$ cat src/rtl/mul_mac_sequencer.sv
// Drives the 8x8 shift-add multiplier one operand pair at a time and accumulates the
// products of each frame, presenting sum, pair count and overflow over valid/ready.
module mul_mac_sequencer #(
    parameter int unsigned ACC_W   = 24,
    parameter int unsigned TIMEOUT = 16
) (
    input  logic             clock,
    input  logic             reset,
    input  logic             in_valid,
    output logic             in_ready,
    input  logic [7:0]       in_a,
    input  logic [7:0]       in_b,
    input  logic             in_last,
    output logic [7:0]       mul_a,
    output logic [7:0]       mul_b,
    output logic             mul_start,
    input  logic [15:0]      mul_res,
    input  logic             mul_ready,
    output logic             out_valid,
    input  logic             out_ready,
    output logic [ACC_W-1:0] out_acc,
    output logic [7:0]       out_count,
    output logic             out_overflow,
    output logic             err_timeout
);

    localparam int unsigned     TmrW    = $clog2(TIMEOUT + 1);
    localparam logic [TmrW-1:0] TmrLast = TmrW'(TIMEOUT - 1);

    typedef enum logic [2:0] {
        StIdle,
        StStart,
        StWaitLow,
        StWaitHigh,
        StAccum,
        StOutput,
        StError
    } state_t;

    state_t           state_q;
    logic [7:0]       mul_a_q;
    logic [7:0]       mul_b_q;
    logic             mul_start_q;
    logic             in_ready_q;
    logic             out_valid_q;
    logic             err_q;
    logic             last_q;
    logic             ovf_q;
    logic [ACC_W-1:0] acc_q;
    logic [7:0]       count_q;
    logic [TmrW-1:0]  tmr_q;

    logic [ACC_W:0]   sum;
    logic [7:0]       count_inc;

    // Extra top bit of the sum captures the carry out of the accumulator.
    assign sum       = {1'b0, acc_q} + (ACC_W + 1)'(mul_res);
    assign count_inc = (count_q == 8'hFF) ? 8'hFF : count_q + 8'd1;

    always_ff @(posedge clock) begin
        if (reset) begin
            state_q     <= StIdle;
            mul_a_q     <= '0;
            mul_b_q     <= '0;
            mul_start_q <= 1'b0;
            in_ready_q  <= 1'b1;
            out_valid_q <= 1'b0;
            err_q       <= 1'b0;
            last_q      <= 1'b0;
            ovf_q       <= 1'b0;
            acc_q       <= '0;
            count_q     <= '0;
            tmr_q       <= '0;
        end else begin
            mul_start_q <= 1'b0;
            unique case (state_q)
                StIdle: begin
                    if (in_valid) begin
                        mul_a_q     <= in_a;
                        mul_b_q     <= in_b;
                        last_q      <= in_last;
                        in_ready_q  <= 1'b0;
                        mul_start_q <= 1'b1;
                        state_q     <= StStart;
                    end
                end
                StStart: begin
                    state_q <= StWaitLow;
                end
                StWaitLow: begin
                    // A multiplier still reporting ready here never saw the start pulse.
                    if (!mul_ready) begin
                        tmr_q   <= '0;
                        state_q <= StWaitHigh;
                    end else begin
                        err_q   <= 1'b1;
                        state_q <= StError;
                    end
                end
                StWaitHigh: begin
                    if (mul_ready) begin
                        state_q <= StAccum;
                    end else if (tmr_q == TmrLast) begin
                        err_q   <= 1'b1;
                        state_q <= StError;
                    end else begin
                        tmr_q <= tmr_q + TmrW'(1);
                    end
                end
                StAccum: begin
                    acc_q   <= sum[ACC_W-1:0];
                    ovf_q   <= ovf_q | sum[ACC_W];
                    count_q <= count_inc;
                    if (last_q) begin
                        out_valid_q <= 1'b1;
                        state_q     <= StOutput;
                    end else begin
                        in_ready_q <= 1'b1;
                        state_q    <= StIdle;
                    end
                end
                StOutput: begin
                    if (out_ready) begin
                        acc_q       <= '0;
                        count_q     <= '0;
                        ovf_q       <= 1'b0;
                        out_valid_q <= 1'b0;
                        in_ready_q  <= 1'b1;
                        state_q     <= StIdle;
                    end
                end
                StError: begin
                    in_ready_q  <= 1'b0;
                    out_valid_q <= 1'b0;
                    err_q       <= 1'b1;
                end
                default: begin
                    state_q <= StError;
                end
            endcase
        end
    end

    assign in_ready     = in_ready_q;
    assign mul_a        = mul_a_q;
    assign mul_b        = mul_b_q;
    assign mul_start    = mul_start_q;
    assign out_valid    = out_valid_q;
    assign out_acc      = acc_q;
    assign out_count    = count_q;
    assign out_overflow = ovf_q;
    assign err_timeout  = err_q;

endmodule
$ cat config.mk
export PLATFORM = sky130hd
export DESIGN_NAME = mul_mac_sequencer
export DESIGN_NICKNAME = d
export VERILOG_FILES = /design/src/rtl/mul_mac_sequencer.sv
export SDC_FILE = /design/constraint.sdc
export NUM_CORES = 1
export LEC_CHECK = 0
export ABC_AREA = 0
export BUFFER_PORTS_ARGS = -buffer_cell sky130_fd_sc_hd__buf_2
export CAP_MARGIN = 20
export CORE_MARGIN = 2
export CORE_UTILIZATION = 50
export CTS_CLUSTER_SIZE = 24
export DETAILED_ROUTE_END_ITERATION = 6
export HOLD_SLACK_MARGIN = 0.02
export PLACE_DENSITY = 0.76
export RECOVER_POWER = 50
export SLEW_MARGIN = 10
export SYNTH_ARGS = -nofsm -noshare
export SYNTH_HDL_FRONTEND = slang
export SYNTH_SLANG_ARGS = --single-unit
$ cat constraint.sdc
create_clock -name clock -period 2.65 [get_ports clock]
set_input_delay 0.265 -clock clock [delete_from_list [all_inputs] [get_ports clock]]
set_output_delay 0.265 -clock clock [all_outputs]
set_load 0.1 [all_outputs]
==> flow_metrics.env, run 1 <==
export IMPL_fin_crit_ps=2360
export IMPL_total_power_mw=3.98
export IMPL_cts_htree_levels=3
export IMPL_ys_warn_count=0
export IMPL_dr_pass1_iters=4
export IMPL_cp_cell_sequence="ha_1, nand4_1, o31a_1, o31a_1, or4_1, nand3_1"
export IMPL_worstPathMaxFanout=10
export IMPL_wl_per_cell_um=13.4
export IMPL_antenna_found_initial=0
export IMPL_yosysMostFrequentCell="nand2_1"
export IMPL_layout_setup_ws_ps=293
export IMPL_hold_viol=0
export IMPL_synthFlopType="dfxtp_1"
export IMPL_die_h_um=87.5
export IMPL_p_leak_nw=1.68
export IMPL_fill_cells=633
export IMPL_worst_slew_pin_slew_ps=1190
export IMPL_ys_ff_latch=62
export IMPL_crit_buf_inv=0
export IMPL_grt_pass1_wl_mm=13.7
export IMPL_hp_class="in2reg"
export IMPL_postCtsSetupRepairBufs=0
export IMPL_place_gp_congestion=0.974
export IMPL_viasPerCell=5.63
export IMPL_clk_pin_slew_ps=80
export IMPL_cpLargestDelayFamily="simple AND/OR/NAND/NOR gates"
export IMPL_cts_tree="built"
export IMPL_seq_area_frac_synth_pct=35.6
export IMPL_final_antenna_net_count=0
export IMPL_num_vias=3522
export IMPL_setup_viol=0
export IMPL_syn_area_um2=3490
export IMPL_grt_max_degree=26
export IMPL_cts_resized_gates=0
export IMPL_clock_skew_ps=9.47
export IMPL_crit_slowest_cell="or4_1"
export IMPL_core_area_um2=6760
export IMPL_grt_pass1_vias=3141
export IMPL_pin_count=91
export IMPL_fin_crit_sh_pct=89.0
export IMPL_drt_iter0_drc=153
export IMPL_maxCapViolations=0
export IMPL_synth_edf_count=0
export IMPL_routed_wl_mm=8.36
export IMPL_synth_top_cell_area_share_pct=35.6
export IMPL_cp_depth=6
export IMPL_num_antenna_cells=0
export IMPL_cp_required_ps=2940
export IMPL_worstSetupStartpointType="flop"
export IMPL_rsz0062_at_grt="false"
export IMPL_end_kind="flop"
export IMPL_max_freq_mhz=424
export IMPL_yosysUniqueCellTypes=52
export IMPL_clock_sinks=62
export IMPL_clockBufferDepth=2
export IMPL_hold_path_depth=3
export IMPL_peakVddDrop_mv=0.625
export IMPL_cts_hold_buf=0
export IMPL_die_w_um=87.5
export IMPL_async_flop_share_pct=0
export IMPL_grtUsageTotal_pct=22.1
export IMPL_timing_slew_headroom_pct=20.8
export IMPL_synthTopCellsByArea="dfxtp_1, a21oi_1, nand2_1"
export IMPL_place_ws_ps=281
export IMPL_avgSynthCellArea_um2=7.65
export IMPL_final_max_slew_viol_count=0
export IMPL_critPathKind="reg2reg"
export IMPL_initial_core_util_pct=51.6
export IMPL_drc=0
export IMPL_port_buffers=90
export IMPL_die_area_um2=7660
export IMPL_crit_arrival_ps=2640
export IMPL_cts_root_buf="clkbuf_8"
export IMPL_critPathMaxStageDelay_ps=540
export IMPL_syn_inst=456
export IMPL_insertion_delay_ps=350
export IMPL_outcome="finished, final reports clean"
export IMPL_drive_gt1_share_pct=14.5
export IMPL_yosys_top_cells_count="nand2_1, dfxtp_1, a21oi_1"
export IMPL_rows=30
export IMPL_reg2reg_depth=6
export IMPL_path_common_cell="o31a_1"
export IMPL_detailed_place_hpwl_mm=6.07
export IMPL_syn2layout_area_growth_pct=20.3
export IMPL_synth_nets=514
export IMPL_yosysTopAreaCell="dfxtp_1"
export IMPL_grt_overflow=0
export IMPL_fin_hold_ws_ps=149
export IMPL_power_density_nw_per_um2=949
export IMPL_fin_tns_setup_ps=0
export IMPL_nNetsFinal=599
export IMPL_cts_buffers=9
-- through the flow --
step	instances	instance area [um2]	utilization [%]
after floorplan	456	3500	-
after global placement	609	4010	59.4
after detailed placement	609	4010	59.4
after CTS	625	4260	63.0
after global routing	626	4200	62.1
final	626	4200	62.1
-- power by group --
group | internal, mW | leakage, nW | switching [mW] | total [mW]
clock | 0.600 | 0.123 | 0.412 | 1.01
sequential | 1.08 | 0.509 | 0.134 | 1.21
combinational | 0.390 | 1.04 | 1.37 | 1.76
total | 2.07 | 1.68 | 1.92 | 3.98
-- cell type report --
| class | count | area [um2] | share of cell area [%] |
|---|---|---|---|
| multi-input cells | 355 | 2090 | 49.7 |
| well taps | 80 | 100 | 2.38 |
| clock inverters | 6 | 95.1 | 2.26 |
| clock buffers | 10 | 149 | 3.55 |
| repair buffers | 101 | 469 | 11.2 |
| flip-flops and latches | 62 | 1250 | 29.9 |
| inverters | 12 | 45.0 | 1.07 |
-- layout by cell type (no fill, tap or decap), types with 11 or more instances in the layout --
master	n
o21ai_0	18
ha_1	19
a21oi_1	52
nor2_1	41
inv_1	12
a31oi_1	12
buf_4	11
buf_2	39
nand2_1	69
dfxtp_1	53
nand3_1	19
clkbuf_1	51
nor3_1	15
-- state kept, by name (all words and copies together), names as in the netlist --
| signal | cells |
|---|---|
| err_timeout | 1 |
| in_ready | 1 |
| last_q | 1 |
| mul_a | 8 |
| mul_b | 8 |
| mul_start | 1 |
| out_acc | 24 |
| out_count | 8 |
| out_overflow | 1 |
| out_valid | 1 |
| state_q | 3 |
| tmr_q | 5 |
-- worst reg2reg max path, cell delays in order, from the launching register on --
cell,delay (ps)
dfxtp_2,330
ha_1,420
nand4_1,160
o31a_1,340
o31a_1,420
or4_1,540
nand3_1,90
-- worst paths after layout --
path	start	endpoint	slack [ps]
worst max-delay path	out_acc[4]$_SDFFE_PP0P_	out_acc[19]$_SDFFE_PP0P_	290
worst min-delay path	in_a[7]	mul_a[7]$_SDFFE_PP0P_	150
worst min register to register	mul_b[7]$_SDFFE_PP0P_	mul_b[7]$_SDFFE_PP0P_	450
worst max register to register	out_acc[4]$_SDFFE_PP0P_	out_acc[19]$_SDFFE_PP0P_	290
-- kinds of logic (layout without fill, tap and decap cells) --
logic type / Yosys count / count (layout) / synth area share [%]
and+or+nand+nor: 193 / 193 / 26.2
AOI/OAI and AO/OA: 126 / 126 / 22.1
DFF: 62 / 62 / 35.6
buffers and inverters: 39 / 129 / 4.66
adders and majority gates: 20 / 20 / 7.39
xor gates and xnor gates: 13 / 13 / 3.26
muxes: 3 / 3 / 0.861
-- routing by layer --
layer / share of wire (%) / routed length, um / GRT usage, % / vias to the layer above
li1: - / - / - / 1813
met1: 46 / 3860 / 28.7 / 1611
met2: 47 / 3930 / 35.9 / 86
met3: 5.4 / 453 / 3.96 / 12
met4: 1.4 / 119 / 9.65 / 0
met5: 0 / 0 / 0 / -
No activity file was read; power rests on OpenSTA's default activity.
==> run 2: changes to the inputs <==
Settings changed: CORE_UTILIZATION 50 to 48.
Clock period 2.65 ns to 2.1 ns, I/O delays scaled along.
==> flow_metrics.env, run 2 (synthesis results as in run 1) <==
export IMPL_place_inst=641
export IMPL_num_vias=3718
export IMPL_antenna_found_initial=0
export IMPL_min_from="in_b[2]"
export IMPL_max_freq_mhz=484
export IMPL_peakVddDrop_mv=1.00
export IMPL_clock_skew_ps=11.1
export IMPL_routed_wl_mm=9.40
export IMPL_grt_max_degree=38
export IMPL_clock_sinks=62
export IMPL_grt_pass1_vias=3264
export IMPL_cts_tree="built"
export IMPL_clockBufferDepth=2
export IMPL_final_antenna_net_count=0
export IMPL_cts_root_buf="clkbuf_8"
export IMPL_wl_per_cell_um=14.0
export IMPL_drt_iter0_drc=184
export IMPL_port_buffers=90
export IMPL_syn2layout_area_growth_pct=31.4
export IMPL_rows=31
export IMPL_drive_gt1_share_pct=27.7
export IMPL_grtUsageTotal_pct=23.5
export IMPL_hold_viol=0
export IMPL_die_h_um=89.3
export IMPL_rsz0062_at_grt="true"
export IMPL_largest_register_ffs=24
export IMPL_die_area_um2=7970
export IMPL_hp_class="in2reg"
export IMPL_end_kind="flop"
export IMPL_grt_overflow=0
export IMPL_crit_arrival_ps=2350
export IMPL_setup_viol=0
export IMPL_cp_required_ps=2390
export IMPL_hold_end="mul_b[2]$_SDFFE_PP0P_"
export IMPL_cts_htree_levels=3
export IMPL_nNetsFinal=627
export IMPL_worstPathMaxFanout=5
export IMPL_hold_path_depth=3
export IMPL_r2r_slack_ps=30
export IMPL_viasPerCell=5.52
export IMPL_core_area_um2=7140
export IMPL_total_power_mw=4.95
export IMPL_final_max_slew_viol_count=0
export IMPL_final_cells=673
export IMPL_grt_pass1_wl_mm=14.8
export IMPL_insertion_delay_ps=350
export IMPL_critPathKind="reg2reg"
export IMPL_placed_area_um2=4290
export IMPL_timing_slew_headroom_pct=20.9
export IMPL_die_w_um=89.3
export IMPL_p_leak_nw=1.89
export IMPL_final_seq_area_um2=1300
export IMPL_clk_pin_slew_ps=80
export IMPL_maxCapViolations=0
export IMPL_pin_count=91
export IMPL_initial_core_util_pct=48.9
export IMPL_reg2reg_depth=6
export IMPL_fin_crit_sh_pct=98.4
export IMPL_fin_crit_ps=2070
export IMPL_num_antenna_cells=0
export IMPL_rr_endpoint="out_acc[15]$_SDFFE_PP0P_"
export IMPL_fill_cells=659
export IMPL_most_common_layout_cells="nand2_1, buf_2, a21oi_1, dfxtp_1"
export IMPL_worst_slew_pin_slew_ps=1190
export IMPL_reg2reg_from="out_acc[7]$_SDFFE_PP0P_"
export IMPL_detailed_place_hpwl_mm=6.53
export IMPL_multiInputGateArea_um2=2230
export IMPL_outcome="finished, final reports clean"
export IMPL_place_gp_congestion=0.964
export IMPL_final_common_cell="nand2_1"
export IMPL_power_density_nw_per_um2=1080
export IMPL_drc=0
export IMPL_fin_area_um2=4590
export IMPL_dr_pass1_iters=5
export IMPL_cts_buffers=9
export IMPL_worstSetupStartpointType="flop"
-- run 2: critical path: stages (launching register included) --
cell     delay [ps]
dfxtp_4         360
ha_4            290
nand4_1         110
o31a_1          350
o31a_1          300
or4b_1          520
nand3_1          80
-- run 2: power breakdown --
group / total (mW) / switching (mW) / leakage [nW] / internal [mW]
Sequential: 1.52 / 0.155 / 0.518 / 1.37
Clock: 0.980 / 0.538 / 0.0914 / 0.443
Combinational: 2.45 / 1.82 / 1.28 / 0.627
-- run 2: repair_timing --
item / 4_1_cts / 5_1_grt
gates resized for setup: 1 / 11
hold buffers: 0 / 0
pin swaps: 8 / 15
endpoints found under the setup margin: 1 / 15
buffers inserted: 10 / 8
-- run 2: final cells by class --
class / count / share of cell area (%)
clock buffer: 9 / 2.70
tap: 99 / 2.70
clock inverter: 7 / 1.17
inverter: 12 / 0.982
sequential: 62 / 28.4
multi-input combinational: 355 / 48.7
timing repair buffer: 129 / 15.4
-- run 2: stage by stage --
step / worst slack (ps) / TNS (ps) / utilization, % / hold slack [ps]
after global placement: 67.3 / 0 / 60.1 / 438
after detailed placement: 29.6 / 0 / 60.1 / 438
after global routing: -73.8 / -227 / 64.3 / 72.3
after CTS: 3.16 / 0 / 63.7 / 77.1
after floorplan: -191 / -321 / - / 346
final: 33.9 / 0 / 64.3 / 85.8
-- run 2: metal layers --
metal  track usage [%]  up-vias  wire [um]  share of wire, %
met2              39.7      132       4540                48
met5                 0        -          0                 0
li1                  -     1873          -                 -
met3              4.99       27        587               6.2
met4              8.96        0        208               2.2
met1              29.4     1686       4070                43
-- run 2: worst max-delay path by stage --
stage / from / slack [ps] / cells past startpoint / end
after floorplan: out_acc[4]$_SDFFE_PP0P_ / -190 / 8 / out_acc[15]$_SDFFE_PP0P_
after global placement: out_acc[1]$_SDFFE_PP0P_ / 70 / 7 / out_acc[15]$_SDFFE_PP0P_
after detailed placement: out_acc[1]$_SDFFE_PP0P_ / 30 / 8 / out_acc[13]$_SDFFE_PP0P_
after CTS: out_acc[1]$_SDFFE_PP0P_ / 3 / 7 / out_acc[15]$_SDFFE_PP0P_
after global routing: out_acc[4]$_SDFFE_PP0P_ / -70 / 11 / out_acc[12]$_SDFFE_PP0P_
final: out_acc[7]$_SDFFE_PP0P_ / 30 / 6 / out_acc[15]$_SDFFE_PP0P_
==> run 3: changes to the inputs <==
--- a/config.mk
+++ b/config.mk
@@ -9,6 +9,8 @@
 export BUFFER_PORTS_ARGS = -buffer_cell sky130_fd_sc_hd__buf_2
 export CAP_MARGIN = 20
+export CELL_PAD_IN_SITES_DETAIL_PLACEMENT = 1
+export CELL_PAD_IN_SITES_GLOBAL_PLACEMENT = 1
 export CORE_MARGIN = 2
-export CORE_UTILIZATION = 48
+export CORE_UTILIZATION = 34
 export CTS_CLUSTER_SIZE = 24
 export DETAILED_ROUTE_END_ITERATION = 6
==> constraint.sdc (replaced) <==
create_clock -name clock -period 2.1 [get_ports clock]
set_input_delay 0.21 -clock clock [delete_from_list [all_inputs] [get_ports clock]]
set_output_delay 0.21 -clock clock [all_outputs]
set_load 0.02 [all_outputs]
==> flow_metrics.env, run 3 (synthesis results as in run 1) <==
export IMPL_outcome="complete, but fails checks"
export IMPL_violations="setup timing"
export IMPL_critPathMaxStageDelay_ps=390
export IMPL_switching_share_pct=41.8
export IMPL_place_gp_congestion=0.845
export IMPL_dr_pass1_iters=4
export IMPL_busiest_layer="met2"
export IMPL_syn2layout_area_growth_pct=30.5
export IMPL_fill_cells=1269
export IMPL_global_route_usage_met1_pct=24.2
export IMPL_num_vias=3750
export IMPL_cts_root_buf="clkbuf_8"
export IMPL_final_common_cell="nand2_1"
export IMPL_layout_setup_ws_ps=-33.2
export IMPL_worstPathMaxFanout=3
export IMPL_path_common_cell="o31a_1"
export IMPL_grtUsageTotal_pct=19.1
export IMPL_end_kind="flop"
export IMPL_port_buffers=90
export IMPL_place_ws_ps=-71.3
export IMPL_cts_tree="built"
export IMPL_crit_arrival_ps=2430
export IMPL_grt_util_met2_pct=32.5
export IMPL_worstSetupStartpointType="flop"
export IMPL_netSwitchingPower_mw=1.75
export IMPL_cp_required_ps=2400
export IMPL_power_density_nw_per_um2=918
export IMPL_fin_crit_ps=2130
export IMPL_rr_endpoint="out_acc[19]$_SDFFE_PP0P_"
export IMPL_core_area_um2=9860
export IMPL_clock_sinks=62
export IMPL_antenna_found_initial=0
export IMPL_hold_viol=0
export IMPL_grt_max_degree=42
export IMPL_cts_buffers=9
export IMPL_pin_count=91
export IMPL_die_w_um=105
export IMPL_nNetsFinal=626
export IMPL_worstSetupEndpoint="out_acc[19]$_SDFFE_PP0P_"
export IMPL_reg2reg_depth=8
export IMPL_cts_htree_levels=3
export IMPL_max_freq_mhz=469
export IMPL_fin_tns_setup_ps=-49.9
export IMPL_viasPerCell=5.31
export IMPL_final_antenna_net_count=0
export IMPL_most_common_layout_cells="nand2_1, dfxtp_1, clkbuf_1, a21oi_1, nor2_1"
export IMPL_final_max_slew_viol_count=0
export IMPL_crit_slowest_cell="or4_1"
export IMPL_clockBufferDepth=2
export IMPL_die_area_um2=11100
export IMPL_hp_class="in2reg"
export IMPL_rsz0062_at_grt="true"
export IMPL_critPathKind="reg2reg"
export IMPL_met3_usage_pct=3.96
export IMPL_clk_pin_slew_ps=90
export IMPL_largest_register_ffs=24
export IMPL_crit_path_start="out_acc[1]$_SDFFE_PP0P_"
export IMPL_setup_viol=2
export IMPL_routed_wl_mm=10.9
export IMPL_final_seq_area_um2=1260
export IMPL_num_antenna_cells=0
export IMPL_clock_power_share_pct=24.1
export IMPL_r2r_slack_ps=-30
export IMPL_fin_crit_sh_pct=102
export IMPL_grt_overflow=0
export IMPL_rows=36
export IMPL_timing_slew_headroom_pct=53.2
export IMPL_intPower_mw=2.43
export IMPL_die_h_um=105
export IMPL_insertion_delay_ps=350
export IMPL_initial_core_util_pct=35.4
export IMPL_drt_iter0_drc=113
export IMPL_p_seq_share_pct=35.4
export IMPL_reg2reg_from="out_acc[1]$_SDFFE_PP0P_"
export IMPL_drc=0
export IMPL_fin_hold_ws_ps=91.6
export IMPL_worst_slew_pin_slew_ps=700
export IMPL_utilization_pct=46.2
export IMPL_detailed_place_hpwl_mm=7.65
export IMPL_multiInputGateArea_um2=2220
export IMPL_peakVddDrop_mv=0.448
export IMPL_cts_hold_buf=0
export IMPL_grt_pass1_wl_mm=17.6
export IMPL_clock_skew_ps=15.1
export IMPL_p_leak_nw=1.80
export IMPL_grt_pass1_vias=3672
export IMPL_cp_cell_sequence="ha_4, a21o_1, a21oi_2, o31a_1, o31a_1, buf_4, or4_1, nand3_1"
export IMPL_maxCapViolations=0
export IMPL_comb_power_share_pct=40.5
export IMPL_drive_gt1_share_pct=21.3
export IMPL_wl_per_cell_um=15.4
run 3: cell count changes in the layout (fill, tap and decap cells not counted), sizes merged:
cell    delta
inv        -2
buf       -21
clkinv     +2
clkbuf    +20
run 3: area by class of cell:
class,count,area share [%]
Multi-Input combinational cell,355,48.7
Inverter,12,0.989
Sequential cell,62,27.7
Timing Repair Buffer,128,15.0
Clock buffer,9,2.72
Tap cell,133,3.65
Clock inverter,7,1.24
run 3: repair_timing:
item                                    CTS  global route
resized for setup                         5            15
endpoints found under the setup margin   11            16
pin swaps                                10            13
setup buffers                            11             2
run 3: worst min-delay path by stage:
| stage | startpoint | slack (ps) | depth (start not counted) | to |
|---|---|---|---|---|
| CTS | in_a[7] | 80 | 3 | mul_a[7]$_SDFFE_PP0P_ |
| floorplan | in_last | 350 | 2 | last_q$_SDFFE_PP0P_ |
| global placement | mul_a[7]$_SDFFE_PP0P_ | 440 | 2 | mul_a[7]$_SDFFE_PP0P_ |
| global route | in_a[1] | 80 | 3 | mul_a[1]$_SDFFE_PP0P_ |
| finish | in_b[1] | 90 | 3 | mul_b[1]$_SDFFE_PP0P_ |
| detailed placement | out_overflow$_SDFFE_PP0P_ | 440 | 2 | out_overflow$_SDFFE_PP0P_ |
run 3: worst max-delay path: cells and delay by family (launching register included):
family / cells / cell delay [ps]
fa+ha+maj: 1 / 260
simple gates: 2 / 480
flops: 1 / 360
compound gates: 4 / 840
buf+inv: 1 / 150
run 3: power by group through the flow:
| stage | clock (mW) | sequential [mW] | combinational, mW |
|---|---|---|---|
| 2_1_floorplan | 0 | 1.67 | 0.938 |
| 3_3_place_gp | 0 | 1.49 | 1.58 |
| 3_5_place_dp | 0 | 1.50 | 1.64 |
| 4_1_cts | 1.04 | 1.47 | 1.69 |
| 5_1_grt | 1.10 | 1.51 | 1.87 |
| 6_report | 1.01 | 1.48 | 1.69 |
run 3: metrics by stage:
stage	cell area [um2]	power [mW]	std cells
floorplan	3590	2.61	456
global placement	4250	3.07	676
detailed placement	4250	3.13	676
CTS	4540	4.20	703
global route	4550	4.48	706
finish	4550	4.18	706
run 3: layer usage:
layer	wire, um	up-vias	part of all wire [%]
li1	-	1870	-
met1	5080	1803	47
met2	5250	67	48
met3	414	10	3.8
met4	108	0	0.99
met5	0	-	0
